[src/rtl/add_sub_cla_4bit_pkg.sv]
// Shared constants for the CLA adder/subtractor: operation select encoding and default width.
package add_sub_cla_4bit_pkg;
    localparam logic SEL_ADD = 1'b0;
    localparam logic SEL_SUB = 1'b1;
    localparam int   DEF_WIDTH = 4;
endpackage

[src/rtl/add_sub_cla_4bit_cla_core.sv]
// Combinational carry-lookahead core: generate/propagate, flat sum-of-products carries, sum bits.
module cla_core #(
    parameter int WIDTH = 4
) (
    input  logic [WIDTH-1:0] a,
    input  logic [WIDTH-1:0] bb,
    input  logic             cin,
    output logic [WIDTH-1:0] s,
    output logic [WIDTH:0]   c
);
    logic [WIDTH-1:0] g;
    logic [WIDTH-1:0] p;

    assign g = a & bb;
    assign p = a ^ bb;

    // Each c[i+1] is built only from g, p and cin, so no carry feeds another carry.
    always_comb begin
        logic prod;
        logic ci;
        c    = '0;
        prod = 1'b0;
        ci   = 1'b0;
        c[0] = cin;
        for (int i = 0; i < WIDTH; i++) begin
            prod = cin;
            for (int m = 0; m <= i; m++) prod = prod & p[m];
            ci = prod;
            for (int k = 0; k <= i; k++) begin
                prod = g[k];
                for (int m = k + 1; m <= i; m++) prod = prod & p[m];
                ci = ci | prod;
            end
            c[i+1] = ci;
        end
    end

    assign s = p ^ c[WIDTH-1:0];
endmodule

[src/rtl/add_sub_cla_4bit.sv]
// Registered adder/subtractor: conditional b inversion with carry-in, CLA core, output flops.
module add_sub_cla_4bit
    import add_sub_cla_4bit_pkg::*;
#(
    parameter int WIDTH = DEF_WIDTH
) (
    input  logic             clk,
    input  logic             rst_n,
    input  logic [WIDTH-1:0] a,
    input  logic [WIDTH-1:0] b,
    input  logic             sel,
    output logic [WIDTH-1:0] sum,
    output logic             carry,
    output logic             overflow
);
    logic [WIDTH-1:0] bb;
    logic [WIDTH-1:0] s;
    logic [WIDTH:0]   c;
    logic             cin;

    // Subtract is a + ~b + 1: invert b and feed the +1 through the carry-in.
    assign bb  = b ^ {WIDTH{sel}};
    assign cin = (sel == SEL_SUB);

    cla_core #(.WIDTH(WIDTH)) u_cla (
        .a   (a),
        .bb  (bb),
        .cin (cin),
        .s   (s),
        .c   (c)
    );

    always_ff @(posedge clk or negedge rst_n) begin
        if (!rst_n) begin
            sum      <= '0;
            carry    <= 1'b0;
            overflow <= 1'b0;
        end else begin
            sum      <= s;
            carry    <= c[WIDTH];
            overflow <= c[WIDTH] ^ c[WIDTH-1];
        end
    end
endmodule

[config.mk]
export PLATFORM = sky130hd
export DESIGN_NAME = add_sub_cla_4bit
export DESIGN_NICKNAME = d
export VERILOG_FILES = /design/src/rtl/add_sub_cla_4bit_pkg.sv /design/src/rtl/add_sub_cla_4bit_cla_core.sv /design/src/rtl/add_sub_cla_4bit.sv
export SDC_FILE = /design/constraint.sdc
export NUM_CORES = 1
export LEC_CHECK = 0
export ABC_AREA = 1
export CORE_AREA = 8 8 45 47
export CTS_CLUSTER_SIZE = 40
export DETAILED_ROUTE_END_ITERATION = 10
export DIE_AREA = 0 0 53 55
export PLACE_DENSITY_LB_ADDON = 0.1
export SETUP_SLACK_MARGIN = 0.05
export SLEW_MARGIN = 25
export SYNTH_ARGS = -nofsm -noshare
export SYNTH_HDL_FRONTEND = slang
export SYNTH_SLANG_ARGS = --single-unit
[constraint.sdc]
create_clock -name clk -period 0.8 [get_ports clk]
set_clock_uncertainty 0.15 [all_clocks]
set_input_delay 0.16 -clock clk [delete_from_list [all_inputs] [get_ports clk]]
set_output_delay 0.16 -clock clk [all_outputs]
set_load 0.02 [all_outputs]
Yosys cells after proc, flatten, opt, wreduce, memory -nomap -nowiden
Cells that the tools add are included.
- flip-flop bits (word level): 6
- latch bits: 0
- bits in writable memories: 0
- bits in read-only memories: 0
- memories kept: 0
- add/subtract/negate cells: 0
- multipliers: 0
- div/mod/pow operators: 0
- magnitude comparators: 0
- equal/unequal tests: 0
- shift-type cells: 0
- mux-type cells: 0
- bitwise logic cells: 25
- reduce and logical (&&, ||, !) cells: 0
- operators with widths (operator ; number):
    $xor 4x4->4 ; 3
    $and 1x1->1 ; 10
    $or 1x1->1 ; 10
    $and 4x4->4 ; 1
    $xor 1x1->1 ; 1

Logic depth before layout (Yosys ltp)
- word-level depth: 11
- mapped depth: 9

Cells and area by module
A second synthesis with hierarchy kept.
- cell total of the unflattened synthesis: 59
- area total of the unflattened synthesis: 445.4 um^2
- by module, submodules not included (module ; times used ; cells an instance ; area an instance (um^2)):
    add_sub_cla_4bit ; 1 ; 28 ; 232.7
    cla_core ; 1 ; 31 ; 212.7

Least setup slack after synthesis
Ideal clock, no wire load.
- path kind: input to register
- start point: in sel
- end point: reg sum[2]
- library setup time: 125 ps
- arrival: 1218 ps
- data required time: 525 ps
- setup slack: -693 ps
- cell stages on the path: 7
- path buffers: 1
- path through: buf_6 -> xor2_1 -> ha_1 -> ha_1 -> o21ai_0 -> nand2_1 -> xor2_1
- word-level cells in the longest chain between the ends: 7
- ends and longest elaborated chain (what ; RTL line ; source):
    from (decl) ; add_sub_cla_4bit.sv:11 ; input logic sel,
    $xor 4x4->4 ; add_sub_cla_4bit.sv:22 ; assign bb = b ^ {WIDTH{sel}};
    $xor 4x4->4 ; add_sub_cla_4bit_cla_core.sv:15 ; assign p = a ^ bb;
    $and 1x1->1 (2 in series) ; add_sub_cla_4bit_cla_core.sv:27 ; for (int m = 0; m <= i; m++) prod = prod & p[m];
    $or 1x1->1 (2 in series) ; add_sub_cla_4bit_cla_core.sv:32 ; ci = ci | prod;
    $xor 4x4->4 * ; add_sub_cla_4bit_cla_core.sv:38 ; assign s = p ^ c[WIDTH-1:0];
    via s[2] ; add_sub_cla_4bit.sv:17 ; logic [WIDTH-1:0] s;
    to (signal assigned) ; add_sub_cla_4bit.sv:39 ; sum <= s;
    to (decl) ; add_sub_cla_4bit.sv:12 ; output logic [WIDTH-1:0] sum,
Mark *: on every way through the listed nets, which the timed path passes. The rest lies on a longest branch.

Worst setup path in the final report
- start point: in b[0]
- end point: reg overflow
- word-level cells in the longest chain between the ends: 11
- ends and longest elaborated chain (what ; RTL line ; source):
    from (decl) ; add_sub_cla_4bit.sv:10 ; input logic [WIDTH-1:0] b,
    $xor 4x4->4 * ; add_sub_cla_4bit.sv:22 ;
    $xor 4x4->4 ; add_sub_cla_4bit_cla_core.sv:15 ;
    $and 1x1->1 (4 in series) ; add_sub_cla_4bit_cla_core.sv:27 ;
    $or 1x1->1 (4 in series) ; add_sub_cla_4bit_cla_core.sv:32 ;
    $xor 1x1->1 * ; add_sub_cla_4bit.sv:41 ; overflow <= c[WIDTH] ^ c[WIDTH-1];
    to (signal assigned) ; add_sub_cla_4bit.sv:41 ;
    to (decl) ; add_sub_cla_4bit.sv:14 ; output logic overflow
Every way passes the cells marked *; elsewhere a longest branch is shown, timed or not.

==> results.md <==
- Run status: complete, but fails checks
- Failing checks: negative setup slack
- DRT Pass-1 Iters: 3
- 1st-iter DRT viols: 1
- Vias in the first global route: ~320
- Detail Route Antenna Nets: 0
- Final setup viols: 12
- DP Wirelength: between 600 and 700 um
- Post-Syn Instances: 40
- Share of cells above drive strength 1: 0.455
- Post-Syn Area per Cell: around 9.4 sq um
- Tot GR Track Use: 0.0527
- Library cells used by synthesis: 12
- Most common cell after layout, fill and taps aside: buf_6
- Ys Warns: 0
- Htree depth: 1
- Global-route wire length before repair: about 1.1 mm
- Final Wtd Congestion: 0.734
- PortBufs: 16
- Top-Level Pins: 17
- Final Max Slew Viols: 0
- Tmin final: between 1 and 1.5 ns
- Final worst-path setup slack: -0.463 ns
- Hold Path Class: in2async
- #FFs+latches synth: 6
- Syn-to-layout area delta: 85.0%
- Final Hold Viols: 0
- Max incr delay on CP: 0.29 ns
- Fin util: 0.504
- Crit path DAT: about 1.2 ns
- Worst Path Max Fanout: 3
- Crit-path cells: buf_6, xor2_1, ha_1, ha_2, nand3_2, nand4_1, nand3_1, nand2_1
- Nets: 84
- WL/cell: 9.57 um
- Via Count: 346
- Slowest cell on crit path: ha_1
- Actual slew at the worst max-slew pin: 0.252 ns
- Pin count of the biggest net entering global routing: 7
- Initial antenna violation count: 0
- DR vias/cell: 4.22
- Clk slew on worst S/H paths: approximately 0.04 ns
- Clk buf depth: 2
- Max-cap violation count: 0
- Sequential area share after synthesis: 0.399
- Unrepaired setup endpoints after global routing: true
- Horiz. Die Dim: ~53 um
- CTS sink count: 6
- Critical Path RT: between 0.7 and 0.8 ns
- Routed Wire Length: just under 800 um
- Synthesized area: approximately 380 sq um
- Setup CP Type: in2reg
- Rel. slew slack: 0.831
- Most frequent cells in the layout: buf_6 (10), nand2_1 (6), dfrtp_1 (6), buf_4 (6), inv_1 (5)
- Die area: just under 3000 sq um
- Sum Neg Setup Slack: -3.68 ns
- ANT cells: 0
- Crit share post-route: 1.58
- CTS root buf: clkbuf_4
- Startpoint types: input port
- LEAKAGE: 0.000345 uW
- Core Box Area: 1380 sq um
- Grt total ovfl: 0
- Peak VDD IR: about 0.00064 V
- Hold Buf Count CTS: 0
- Drt drc: 0
- Row cnt: 14
- Worst Setup End Kind: register
- Initial core utilization: 0.272
- CTS tree: done
- Power Dens Cells: around 1800 nW/um^2
- Max Freq: between 700 and 800 MHz
- Die H: about 55 um
- Synthesized net count: 56
- Number of CTS-inserted buffers: 3
[registers in the layout, summed over array words and instances, names as in the netlist]
signal	cells
sum	4
carry	1
overflow	1
[critical path, delay by kind of cell]
kind	cells	cell delay, ns
adder cells (fa/ha/maj)	2	0.49
AND/OR/NAND/NOR	4	0.35
XOR/XNOR	1	0.15
buffers and inverters	1	0.09
[worst paths after layout]
| kind | from | end | depth (start not counted) |
|---|---|---|---|
| worst max-delay path | b[0] | overflow | 8 |
| worst min-delay path | rst_n | sum[1] | 1 |
| max in group asynchronous | rst_n | carry | 1 |
| min in group clk | b[0] | sum[1] | 5 |
[area by class of cell]
class / count / area (sq um)
tap: 16 / 20.0
sequential: 6 / 150
clock buffer: 3 / 22.5
timing repair buffer: 24 / 233
multi-input combinational: 28 / 253
inverter: 5 / 18.8
fill: 134 / 687
[logic make-up (layout without fill, tap and decap cells)]
kind of cell	count (synthesis)	in the layout	synth area share
AOI/OAI and AO/OA	2	2	0.0365
xor gates and xnor gates	6	6	0.140
adders and majority gates	5	5	0.166
buffers and inverters	6	32	0.0797
DFF	6	6	0.399
and+or+nand+nor	15	15	0.179
[through the flow]
step	hold slack (ns)	worst slack, ns	total power (uW)	instance area (sq um)	instances
5_1_grt	0.0332	-0.518	1320	697	82
3_3_place_gp	0.263	-1.11	912	601	78
3_5_place_dp	0.260	-1.10	914	601	78
6_report	0.00806	-0.463	1250	697	82
4_1_cts	0.00387	-0.489	1260	683	82
2_1_floorplan	-0.286	-0.646	652	383	40
[power breakdown]
group	total, uW	internal, uW	switching [uW]
logic	593	320	272
clock network	259	168	90.2
registers	402	374	28.1
total	1250	862	391
[routing by layer]
metal,part of all wire,track usage,up-vias
met5,0,0,-
met4,0.010,0.0647,0
met3,0.099,0.0187,2
met2,0.49,0.0762,14
met1,0.40,0.0540,149
li1,-,-,181
[cells in the mapped netlist]
library cell / instances / area [sq um]
nand2_1: 8 / 30.0
dfrtp_1: 6 / 150
ha_1: 5 / 62.6
inv_1: 5 / 18.8
nand3_1: 5 / 25.0
xor2_1: 5 / 43.8
buf_6: 1 / 11.3
nand4_1: 1 / 6.26
o21ai_0: 1 / 5.00
o21ai_2: 1 / 8.76
or2_1: 1 / 6.26
xnor2_1: 1 / 8.76
[repair_timing]
| action | 4_1_cts | 5_1_grt |
|---|---|---|
| pin swaps | 14 | 7 |
| setup endpoints to repair | 12 | 12 |
| setup buffers | 1 | 0 |
| resized for setup | 58 | 6 |
No activity file was read; power rests on OpenSTA's default activity.
